`src/rtl/tt_ctrl_spine.sv`:
```
// tt_ctrl_spine: spine-side controller at the foot of the vertical spine.
// Synchronises the external select/enable pins, owns the 10-bit module
// select address, and drives the packed row mux bus. Enable is always
// dropped for a full cycle before the address moves and held low for a
// guard period afterwards, so no decoder ever sees the address change
// while enable is high.

`ifndef TT_N_IO
`define TT_N_IO 8
`endif
`ifndef TT_N_O
`define TT_N_O 8
`endif
`ifndef TT_N_I
`define TT_N_I 10
`endif

module tt_ctrl_spine #(
  parameter int N_IO         = `TT_N_IO,
  parameter int N_O          = `TT_N_O,
  parameter int N_I          = `TT_N_I,
  parameter int SYNC_STAGES  = 2,
  parameter int GUARD_CYCLES = 4,
  parameter int S_OW         = N_O + N_IO*2 + 2,
  parameter int S_IW         = N_I + N_IO + 13,
  parameter int U_OW         = N_O + N_IO*2,
  parameter int U_IW         = N_I + N_IO
) (
  input  logic            clk,
  input  logic            rst_n,
  input  logic            ctrl_sel_rst_n,
  input  logic            ctrl_sel_inc,
  input  logic            ctrl_ena,
  input  logic [U_IW-1:0] usr_iw,
  output logic [U_OW-1:0] usr_ow,
  output logic [S_IW-1:0] spine_iw,
  input  logic [S_OW-1:0] spine_ow,
  output logic [9:0]      sel_cur,
  output logic            busy
);

  typedef enum logic [1:0] {
    S_HOLD   = 2'd0,
    S_SETTLE = 2'd1,
    S_RUN    = 2'd2,
    S_DROP   = 2'd3
  } state_t;

  localparam logic [3:0] GUARD_LOAD = 4'(GUARD_CYCLES);

  // Synchroniser chains; a cleared chain reads as select-reset asserted.
  logic [SYNC_STAGES-1:0] r_sync_rst;
  logic [SYNC_STAGES-1:0] r_sync_inc;
  logic [SYNC_STAGES-1:0] r_sync_ena;
  logic                   r_inc_prev;

  logic w_sel_rst_s;
  logic w_inc_s;
  logic w_ena_s;
  logic w_inc_edge;

  // Controller state and its registered datapath.
  state_t     r_state;
  logic [9:0] r_sel;
  logic       r_ena;
  logic [3:0] r_guard;
  logic       r_pending;

  state_t     w_state_nxt;
  logic [9:0] w_sel_nxt;
  logic       w_ena_nxt;
  logic [3:0] w_guard_nxt;
  logic       w_pending_nxt;
  logic       w_pend_merged;

  // Guard bits on the outward bus carry no user data.
  logic w_unused_guards;

  assign w_sel_rst_s = r_sync_rst[SYNC_STAGES-1];
  assign w_inc_s     = r_sync_inc[SYNC_STAGES-1];
  assign w_ena_s     = r_sync_ena[SYNC_STAGES-1];
  assign w_inc_edge  = w_inc_s & ~r_inc_prev;

  // Shift the async pins through the synchroniser chains and keep the
  // previous synchronised increment level for edge detection.
  always_ff @(posedge clk) begin
    if (!rst_n) begin
      r_sync_rst <= '0;
      r_sync_inc <= '0;
      r_sync_ena <= '0;
      r_inc_prev <= 1'b0;
    end else begin
      r_sync_rst <= {r_sync_rst[SYNC_STAGES-2:0], ctrl_sel_rst_n};
      r_sync_inc <= {r_sync_inc[SYNC_STAGES-2:0], ctrl_sel_inc};
      r_sync_ena <= {r_sync_ena[SYNC_STAGES-2:0], ctrl_ena};
      r_inc_prev <= w_inc_s;
    end
  end

  // State register together with the select, enable, guard and pending
  // registers it sequences.
  always_ff @(posedge clk) begin
    if (!rst_n) begin
      r_state   <= S_HOLD;
      r_sel     <= 10'd0;
      r_ena     <= 1'b0;
      r_guard   <= 4'd0;
      r_pending <= 1'b0;
    end else begin
      r_state   <= w_state_nxt;
      r_sel     <= w_sel_nxt;
      r_ena     <= w_ena_nxt;
      r_guard   <= w_guard_nxt;
      r_pending <= w_pending_nxt;
    end
  end

  // Next-state logic: select-reset overrides everything; otherwise walk
  // HOLD -> SETTLE -> RUN, detouring through DROP for every increment.
  always_comb begin
    w_state_nxt   = r_state;
    w_sel_nxt     = r_sel;
    w_ena_nxt     = r_ena;
    w_guard_nxt   = r_guard;
    w_pending_nxt = r_pending;
    w_pend_merged = r_pending | w_inc_edge;

    if (!w_sel_rst_s) begin
      w_state_nxt   = S_HOLD;
      w_sel_nxt     = 10'd0;
      w_ena_nxt     = 1'b0;
      w_guard_nxt   = 4'd0;
      w_pending_nxt = 1'b0;
    end else begin
      case (r_state)
        S_HOLD: begin
          w_sel_nxt     = 10'd0;
          w_ena_nxt     = 1'b0;
          w_pending_nxt = 1'b0;
          w_guard_nxt   = GUARD_LOAD;
          w_state_nxt   = S_SETTLE;
        end
        S_SETTLE: begin
          w_ena_nxt     = 1'b0;
          w_pending_nxt = w_pend_merged;
          if (r_guard <= 4'd1) begin
            w_guard_nxt = 4'd0;
            w_state_nxt = S_RUN;
            w_ena_nxt   = w_pend_merged ? 1'b0 : w_ena_s;
          end else begin
            w_guard_nxt = r_guard - 4'd1;
          end
        end
        S_RUN: begin
          if (w_pend_merged) begin
            w_ena_nxt     = 1'b0;
            w_pending_nxt = 1'b0;
            w_state_nxt   = S_DROP;
          end else begin
            w_ena_nxt = w_ena_s;
          end
        end
        S_DROP: begin
          w_ena_nxt     = 1'b0;
          w_pending_nxt = w_pend_merged;
          w_sel_nxt     = r_sel + 10'd1;
          w_guard_nxt   = GUARD_LOAD;
          w_state_nxt   = S_SETTLE;
        end
        default: begin
          w_state_nxt   = S_HOLD;
          w_sel_nxt     = 10'd0;
          w_ena_nxt     = 1'b0;
          w_guard_nxt   = 4'd0;
          w_pending_nxt = 1'b0;
        end
      endcase
    end
  end

  // Outputs: status flags plus the flop-free bus packing and unpacking.
  always_comb begin
    busy            = (r_state != S_RUN);
    sel_cur         = r_sel;
    spine_iw        = {1'b0, usr_iw, r_sel, r_ena, 1'b0};
    usr_ow          = spine_ow[S_OW-2:1];
    w_unused_guards = spine_ow[0] ^ spine_ow[S_OW-1];
  end

endmodule

```
`config.mk`:
```
export PLATFORM = sky130hd
export DESIGN_NAME = tt_ctrl_spine
export DESIGN_NICKNAME = d
export VERILOG_FILES = /design/src/rtl/tt_ctrl_spine.sv
export SDC_FILE = /design/constraint.sdc
export NUM_CORES = 1
export LEC_CHECK = 0
export BUFFER_PORTS_ARGS = -buffer_cell sky130_fd_sc_hd__buf_2
export CORE_MARGIN = 5
export CORE_UTILIZATION = 43
export CTS_CLUSTER_SIZE = 10
export DETAILED_ROUTE_END_ITERATION = 7
export GPL_TIMING_DRIVEN = 0
export PLACE_DENSITY = 0.91
export SETUP_SLACK_MARGIN = 0.4
export SKIP_CTS_REPAIR_TIMING = 1
export SYNTH_ARGS = -nofsm -noshare
export SYNTH_HDL_FRONTEND = slang
export SYNTH_SLANG_ARGS = --single-unit
```
`constraint.sdc`:
```
create_clock -name clk -period 2.4 [get_ports clk]
set_clock_uncertainty 0.15 [all_clocks]
set_input_delay 0.24 -clock clk [delete_from_list [all_inputs] [get_ports clk]]
set_output_delay 0.24 -clock clk [all_outputs]
set_load 0.005 [all_outputs]
```
[After elaboration in Yosys (flattened, before gate mapping)]
Cells that the tools add are included.
Word-level totals
  bits in registers: 25
  output and inout bits: 66
  logic and storage cells: 39
  bits of input ports: 49
Operators by class
  muxes and demuxes: 11
  order comparisons: 1
  equality and inequality tests: 6
  reduce and logical (&&, ||, !) cells: 7
  bitwise operators: 3
  add/subtract/negate cells: 2
Operators with widths (number)
  $pmux W10 S2: 1
  $add A10 B1 Y10 const B: 1
  $pmux W4 S2: 1
  $ne A2 B2 Y1 const B: 3
  $pmux W1 S3: 2
  $pmux W2 S3: 1
  $eq A2 B2 Y1 const B: 2
  $le A4 B1 Y1 const B: 1
  $mux W2: 2
  $mux W4: 1
  $reduce_and A2 Y1: 2
  $reduce_bool A2 Y1: 2
  $reduce_or A2 Y1: 2
  $sub A4 B1 Y4 const B: 1
  $mux W1: 3
  $eq A2 B1 Y1 const B: 1
  $logic_not A2 Y1: 1
  $and A1 B1 Y1: 1
  $not A1 Y1: 1
  $or A1 B1 Y1: 1

[Longest topological paths before layout]
Gate-level depths: netlist (run 1).
  word-level depth: 6
  mapped depth: 6

[Worst setup path before layout (run 1)]
OpenSTA, ideal clock, no wires.
  path type: register to register
  from: register r_state[0]
  to: register r_guard[1]
  library setup time: 0.070 ns
  stages on the path, launching flop included: 5
  clock period less this slack: 1.595 ns
  required time: 2.180 ns
  path slack: 0.805 ns
  arrival time: 1.375 ns
  path through: dfxtp_1 inv_1 ha_1 or4_1 a21oi_1
On the way
  word-level cells in the longest chain between the ends: 3
  elaborated cells between the ends (all ways): 6
RTL lines
  start, declared: line 63  | state_t r_state;
  start signal, assigned: line 110  | r_state <= w_state_nxt;
  $eq A2 B2 Y1 / $logic_not A2 Y1 (equally long branches): line 135  | case (r_state)
  $reduce_or A2 Y1 (no line)
  $pmux W4 S2 / $reduce_bool A2 Y1 (equally long branches)
  end signal, assigned: line 113  | r_guard <= w_guard_nxt;
  end, declared: line 66  | logic [3:0] r_guard;
Several ways; a longest one is shown, not always the timed one.
A chain may end at the register's enable or synchronous reset.

[Worst setup path in the final report (run 1)]
  from: register r_state[0]
  to: register r_sel[4], in the netlist sel_cur[4]
On the way
  word-level cells in the longest chain between the ends: 2
  elaborated cells between the ends (all ways): 4
RTL lines
  $eq A2 B2 Y1 / $logic_not A2 Y1 (equally long branches): line 135
  $pmux W10 S2 / $reduce_bool A2 Y1 (equally long branches)
  end signal, assigned: line 111  | r_sel <= w_sel_nxt;
  end, declared: line 64  | logic [9:0] r_sel;
Several ways; a longest one is shown, not always the timed one.

==> results.md, run 1 <==
* Outcome: complete, no violations
* Worst R2R Path Depth at 6
* Critical-path top delay cell: dfxtp_1
* Die extent in y at 69.0 um
* Leading area contributor after synthesis: dfxtp_1
* Clk slew on worst S/H paths at between 0.1 and 0.15 ns
* Finished Core Util at 0.581
* Synth Cell Area at ~0.0015 mm2
* Hold violation count in the final report at 0
* First-pass iteration count of the detailed router at 4
* I/O Pins at between 100 and 150
* Setup TNS at 0 ns
* CP Capture Type: flop
* Share of post-route cells with drive strength above 1 at 0.524
* Root Driver: clkbuf_4
* CP peak stage delay at 0.40 ns
* RSZ-0062 raised after global routing: false
* DRC at 0
* Crit Path Max Fanout at 10
* Number of I/O port buffers at 68
* Most common cell after layout, fill and taps aside: buf_2
* Power per Cell Area at ~370 mW/mm2
* Final period utilization at 0.736
* Period minus WS final at between 1.5 and 2 ns
* Tot Pwr at 0.723 mW
* Setup CP Type: reg -> reg
* Avg Vias per Cell at 4.42
* Setup ws final at around 0.63 ns
* CTS Buf Count at 3
* Worst path most repeated cell: buf_2
* Seq pwr share at 0.586
* GRT Util Overall at 0.114
* Antenna Violating Nets Remaining at 0
* Synth warn at 0
* Crit path DAT at 1.84 ns
* Top cells by area, synth: dfxtp_1 33%, buf_4 28%, ha_1 5.9%, nor2_1 3.3%, and2_1 2.9%
* R2R setup slack at approximately 0.63 ns
* Vias at between 1,000 and 1,500
* First-pass GRT wire length at roughly 4.2 mm
* H-tree levels at 1
* Area Overhead vs Synth at 30.6%
* Maxcap violations at 0
* Comb power frac at 0.160
* Commonest cells after routing, fill and taps aside: 70 x buf_2, 55 x buf_4, 25 x dfxtp_1, 13 x nor2_1, 10 x nand2_1
* Worst EP required at 2.47 ns
* Clk sinks at 25
* Max-slew violation count at 0
* Max Buffers Root-to-Sink at 2
* Placed wire-length estimate at 2.54 mm
* CP Launch Type: flop
* TritonCTS clock tree: yes
* Static Leakage at 1.02 nW
* Unique masters post-synth at 27
* Mean Syn Cell Area at approximately 8.5 um2
* Fmax achieved at 566 MHz
* Die X at 69.0 um
* Antenna violations before repair at 0
* Initial DRC Count at 22
* Reg2reg end: sel_cur[4]$_SDFFE_PN0N_
* Worst vdd ir at 264 uV
* WL/cell at between 10 and 15 um
* Worst slack at placement at roughly 0.68 ns
* Cells after synthesis at approximately 180
* Post-synth top area share at 0.334
* Vias in the first global route at 1,046
* Initial Util at 0.445
* Post-synthesis register bit count at 25
* Final #Nets at 309
* Hold endpoint: r_sync_inc[1]$_SDFF_PN0_
* Final WL at 3.14 mm
* HP Start: rst_n
* Grt total ovfl at 0
* Core box area at around 0.0034 mm2
* Hold Path Stages at 2
* Critical path, cell by cell: inv_1 > ha_1 > buf_2 > a21o_1 > buf_2 > nor2_1
* Power Internal at 0.566 mW
* Post-synthesis sequential area ratio at 0.334
* Final setup viols at 0
* Net load switching power at about 0.16 mW
* Clock Power Share at 0.253
* Hold crit path type: in -> reg
* # rows at 21
* Fillers at 314
* Origin of the critical flop-to-flop path: r_state[0]$_SDFFE_PN0P_
* Die area at 0.00476 mm2
* Fraction of power spent switching nets at 0.216
* Largest net degree at the start of global routing at 14
* Clk_lat worst skew at 0.31 ns
* Ant diodes at 0
* RePlAce Congestion at about 0.8
-- power by group through the flow --
stage	combinational (mW)	clock, mW	sequential [mW]
2_1_floorplan	0.0722	0	0.432
3_3_place_gp	0.111	0	0.433
3_5_place_dp	0.113	0	0.433
4_1_cts	0.114	0.186	0.424
5_1_grt	0.128	0.207	0.425
6_report	0.116	0.183	0.424
-- logic make-up (layout without fill, tap and decap cells) --
logic type / Yosys count / in the layout / synth area share
AOI/OAI and AO/OA: 17 / 17 / 0.0627
xor gates and xnor gates: 7 / 7 / 0.0410
adders and majority gates: 7 / 7 / 0.0585
buffers and inverters: 65 / 140 / 0.303
DFF: 25 / 25 / 0.334
muxes: 3 / 3 / 0.0201
other: 1 / 2 / 0.00251
and+or+nand+nor: 51 / 51 / 0.178
-- flip-flops by register name, indices dropped and copies added, names as in the netlist --
register / flops
r_sync_ena: 2
r_pending: 1
r_ena: 1
r_inc_prev: 1
r_state: 2
r_guard: 4
sel_cur: 10
r_sync_rst: 2
r_sync_inc: 2
-- synth_stat cells --
cell	number
or4_1	2
a21o_1	1
inv_1	8
a21oi_1	8
a211oi_1	1
conb_1	1
xor2_1	4
buf_2	2
nand3_1	1
ha_1	7
and2_1	7
mux2i_1	3
nor2_1	13
nand4_1	4
and3_4	1
dfxtp_1	25
xnor2_1	3
a31oi_1	1
nand4_2	1
o21bai_1	1
or3_1	3
nand2_1	10
o21ai_0	5
or2_2	2
buf_4	55
nand2b_1	1
nor3_1	6
-- routing by layer --
| layer | up-vias | track usage | share of wire |
|---|---|---|---|
| met3 | 4 | 0.0227 | 0.11 |
| met2 | 59 | 0.192 | 0.52 |
| met4 | 0 | 0.0511 | 0.014 |
| met1 | 590 | 0.138 | 0.35 |
| li1 | 665 | - | - |
| met5 | - | 0 | 0 |
-- per-stage QoR --
step                      instance area, um2  std cells  hold slack, ns
after floorplan                         1500        177           0.212
after global routing                    1950        298          0.0863
final                                   1950        298          0.0862
after global placement                  1900        291           0.264
after detailed placement                1900        291           0.272
after CTS                               1920        295         -0.0334
-- worst max-delay path by stage --
stage | endpoint | start | slack, ns | depth (start not counted)
after floorplan | r_guard[1]$_SDFFE_PN0P_ | r_state[0]$_SDFFE_PN0P_ | 0.80 | 4
after global placement | sel_cur[9]$_SDFFE_PN0N_ | r_state[0]$_SDFFE_PN0P_ | 0.69 | 6
after detailed placement | sel_cur[4]$_SDFFE_PN0N_ | r_state[0]$_SDFFE_PN0P_ | 0.68 | 6
after CTS | sel_cur[4]$_SDFFE_PN0N_ | r_state[0]$_SDFFE_PN0P_ | 0.64 | 6
after global routing | sel_cur[6]$_SDFFE_PN0N_ | r_state[0]$_SDFFE_PN0P_ | 0.54 | 6
final | sel_cur[4]$_SDFFE_PN0N_ | r_state[0]$_SDFFE_PN0P_ | 0.63 | 6
-- worst max-delay path: cells and delay by family, from the launching register on --
| family | cells | cell delay, ns |
|---|---|---|
| AO/OA/AOI/OAI | 1 | 0.13 |
| adder cells (fa/ha/maj) | 1 | 0.37 |
| buffers and inverters | 3 | 0.54 |
| flip-flops | 1 | 0.40 |
| AND/OR/NAND/NOR | 1 | 0.08 |
-- layout make-up --
class                      count  area [um2]  area share
multi-input combinational     87         547       0.280
sequential                    25         500       0.256
buffer                        57         423       0.216
timing repair buffer          71         370       0.190
tap                           46        57.6      0.0294
inverter                       8        30.0      0.0154
clock buffer                   4        26.3      0.0134
(Power assumes the default switching activity.)
==> inputs of run 2 (changes only) <==
Settings changed: ABC_AREA set to 1, CORE_UTILIZATION 43 to 37, PLACE_DENSITY 0.91 to 0.82.
Clock period 2.4 ns to 1.45 ns, I/O delays scaled along.
==> run 2 against run 1 <==
  * The flow now finishes with violations (negative setup slack)
  * Count of clock-buffer cells in the layout down 1
  * Maximum frequency is 20% higher
  * Cell count grew 17%
  * Total power increased by 82%
  * Die area rose by 18%
  * Register-to-register slack worse by 0.65 ns
  * Design area grew 21%
  * Clock power is 120% higher
  * Sequential cell count unchanged
  * Synthesized cell count up 20%
  * Combinational power is 86% higher
  * Global-route usage decreased by 1.3 points
  * Critical endpoint is now sel_cur[6]$_SDFFE_PN0N_
==> results.md, run 2 <==
* Post-synth top area share at 0.319 (was 0.334)
* Grt total ovfl at 0 (unchanged)
* Synth async-reset ratio at 0 (unchanged)
* Synth Cell Area at 0.00157 mm2 (was 0.00150 mm2)
* Hold Path Stages at 3 (was 2)
* Finished Cell Area at 0.00237 mm2 (was 0.00195 mm2)
* I/O Pins at 115 (unchanged)
* Most common cell in the netlist: buf_4 (unchanged)
* Setup ws final at -0.0170 ns (was 0.634 ns)
* Initial Util at 0.386 (was 0.445)
* Vias at 1,523 (was 1,318)
* Die extent in y at 75.1 um (was 69.0 um)
* Post-synthesis register bit count at 25 (unchanged)
* Net load switching power at 0.291 mW (was 0.156 mW)
* Most common cell after layout, fill and taps aside: buf_2 (unchanged)
* WL/cell at 11.1 um (was 10.6 um)
* CP Capture Type: flop (unchanged)
* CTS Buf Count at 3 (unchanged)
* Core box area at 0.00406 mm2 (was 0.00336 mm2)
* Top cells by count, synth: 56 x buf_4, 34 x nand2_1, 29 x inv_1 (was 55 x buf_4, 25 x dfxtp_1, 13 x nor2_1)
* Worst vdd ir at 481 uV (was 264 uV)
* GR Util met1 at 0.108 (was 0.138)
* Fillers at 349 (was 314)
* Hold slack at 0.105 ns (was 0.0862 ns)
* Largest family of logic cells by synthesized area: buffers and inverters (unchanged)
* Cells after synthesis at 212 (was 176)
* Crit path DAT at 1.51 ns (was 1.84 ns)
* Critical Path Source: r_state[0]$_SDFFE_PN0P_ (unchanged)
* Leading area contributor after synthesis: dfxtp_1 (unchanged)
* Ant diodes at 0 (unchanged)
* Clk sinks at 25 (unchanged)
* # rows at 23 (was 21)
* Comb power frac at 0.164 (was 0.160)
* Finished Core Util at 0.584 (was 0.581)
* Worst R2R Path Depth at 5 (was 6)
* Met2 GRT Util at 0.183 (was 0.192)
* Final period utilization at 1.01 (was 0.736)
* Non-filler cells, final at 349 (was 298)
* Hold crit path type: in -> reg (unchanged)
* Unique masters post-synth at 23 (was 27)
* Multi-input combinational cell area at 678 um2 (was 547 um2)
* First-pass iteration count of the detailed router at 4 (unchanged)
* Die X at 75.1 um (was 69.0 um)
* Fmax achieved at 682 MHz (was 566 MHz)
* Outcome: finished, violations left (was complete, no violations)
* Synth warn at 0 (unchanged)
* Final WL at 3.87 mm (was 3.14 mm)
* Post-synthesis sequential area ratio at 0.319 (was 0.334)
* Crit Path Max Fanout at 7 (was 10)
* Antenna violations before repair at 0 (unchanged)
* Seq pwr share at 0.528 (was 0.586)
* Commonest cells after routing, fill and taps aside: 64 x buf_2, 61 x buf_4, 28 x nand2_1, 23 x inv_1 (was 70 x buf_2, 55 x buf_4, 25 x dfxtp_1, 13 x nor2_1, 10 x nand2_1)
* Top cells by area, synth: dfxtp_1 32%, buf_4 27%, nand2_1 8.1%, inv_1 6.9%, ha_1 5.6% (was dfxtp_1 33%, buf_4 28%, ha_1 5.9%, nor2_1 3.3%, and2_1 2.9%)
* Number of synthesized flops with an enable pin at 0 (unchanged)
* Antenna Violating Nets Remaining at 0 (unchanged)
* First-pass GRT wire length at 4.54 mm (was 4.16 mm)
* Worst slack at placement at 0.0336 ns (was 0.678 ns)
* Tot Pwr at 1.31 mW (was 0.723 mW)
* GRT Util Overall at 0.100 (was 0.114)
* Root Driver: clkbuf_8 (was clkbuf_4)
* Fraction of power spent switching nets at 0.221 (was 0.216)
* Ys flop type: dfxtp_1 (unchanged)
* RePlAce Congestion at 0.831 (was 0.781)
* Clk_lat worst skew at 0.27 ns (was 0.31 ns)
* Static Leakage at 1.24 nW (was 1.02 nW)
* Clk slew on worst S/H paths at 0.08 ns (was 0.13 ns)
* Origin of the critical flop-to-flop path: r_state[0]$_SDFFE_PN0P_ (unchanged)
* Setup CP Type: reg -> reg (unchanged)
* Number of I/O port buffers at 67 (was 68)
* Final setup viols at 1 (was 0)
* Violated checks: negative setup slack
* Area Overhead vs Synth at 51.1% (was 30.6%)
* Die area at 0.00564 mm2 (was 0.00476 mm2)
* M3 GR Usage at 0.0134 (was 0.0227)
* Share of post-route cells with drive strength above 1 at 0.639 (was 0.524)
* DRC at 0 (unchanged)
* TritonCTS clock tree: yes (unchanged)
* Max Buffers Root-to-Sink at 2 (unchanged)
* Adder-cell share of the synthesized area at 0.0559 (was 0.0585)
* Power Internal at 1.02 mW (was 0.566 mW)
* Power per Cell Area at 555 mW/mm2 (was 370 mW/mm2)
* Final #Nets at 356 (was 309)
* Area after DPL at 0.00200 mm2 (was 0.00190 mm2)
* Placed cells at 330 (was 291)
* Max-slew violation count at 0 (unchanged)
* Hold violation count in the final report at 0 (unchanged)
* H-tree levels at 1 (unchanged)
* Mean Syn Cell Area at 7.40 um2 (was 8.50 um2)
* Vias in the first global route at 1,162 (was 1,046)
* Largest net degree at the start of global routing at 15 (was 14)
* RSZ-0062 raised after global routing: true (was false)
* Mux contribution to synthesized area at 0 (was 0.0201)
* HP Start: rst_n (unchanged)
* Area share of and/or/nand/nor cells after synthesis at 0.205 (was 0.178)
* Setup TNS at -0.0170 ns (was 0 ns)
* Avg Vias per Cell at 4.36 (was 4.42)
* Xor/xnor share of the synthesized area at 0 (was 0.0410)
* CP Launch Type: flop (unchanged)
* Max reg flops at 10 (unchanged)
* Initial DRC Count at 17 (was 22)
* Placed wire-length estimate at 2.78 mm (was 2.54 mm)
* Period minus WS final at 1.47 ns (was 1.77 ns)
* Maxcap violations at 0 (unchanged)
* Worst EP required at 1.49 ns (was 2.47 ns)
* Synth Area in Compound Gates at 0.0726 (was 0.0627)
* Grt peak-use layer: met2 (unchanged)
* FF+latch area at 528 um2 (was 500 um2)
* Clock Power Share at 0.307 (was 0.253)
-- run 2: changes by cell type after synthesis, sizes merged, moves of 2 or more --
cell   delta
nand2    +26
inv      +24
a21oi     +8
nand3     +8
and2      -7
xor2      -4
mux2i     -3
or3       -3
xnor2     -3
nand4     -2
o21ai     -2
or4       -2
-- run 2: critical path, stage by stage, from the launching register on --
cell and delay (ns):
dfxtp_4 0.38, inv_4 0.04, ha_4 0.29, a21oi_4 0.25
inv_4 0.09, nor3_2 0.18
-- run 2: final timing paths --
path,slack [ns],end
setup / recovery,-0.02,sel_cur[6]$_SDFFE_PN0N_
hold / removal,0.10,r_guard[1]$_SDFFE_PN0P_
setup reg to reg,-0.02,sel_cur[6]$_SDFFE_PN0N_
hold reg to reg,0.27,r_sync_ena[1]$_SDFF_PN0_
-- run 2: kinds of logic (layout without fill, tap and decap cells) --
| logic type | after synthesis | count (layout) |
|---|---|---|
| other | 1 | 2 |
| AND/OR/NAND/NOR | 70 | 70 |
| AO/OA/AOI/OAI | 21 | 21 |
| buffers and inverters | 88 | 174 |
| adder cells (fa/ha/maj) | 7 | 7 |
| flip-flops | 25 | 25 |
-- run 2: routing by layer --
metal,part of all wire,vias to the layer above
met5,0,-
met4,0.016,0
met3,0.068,5
met2,0.58,58
met1,0.34,690
li1,-,770
-- run 2: cell type report --
class,count,share of cell area
multi-input combinational,100,0.286
sequential,25,0.223
timing repair buffer,82,0.207
buffer,56,0.181
inverter,32,0.0571
tap,50,0.0264
clock buffer,3,0.0174
clock inverter,1,0.00211
-- run 2: power groups by stage --
stage	sequential, mW	clock (mW)	combinational (mW)
finish	0.695	0.404	0.216
global route	0.696	0.439	0.238
CTS	0.701	0.417	0.195
detailed placement	0.718	0	0.195
global placement	0.717	0	0.190
floorplan	0.716	0	0.127
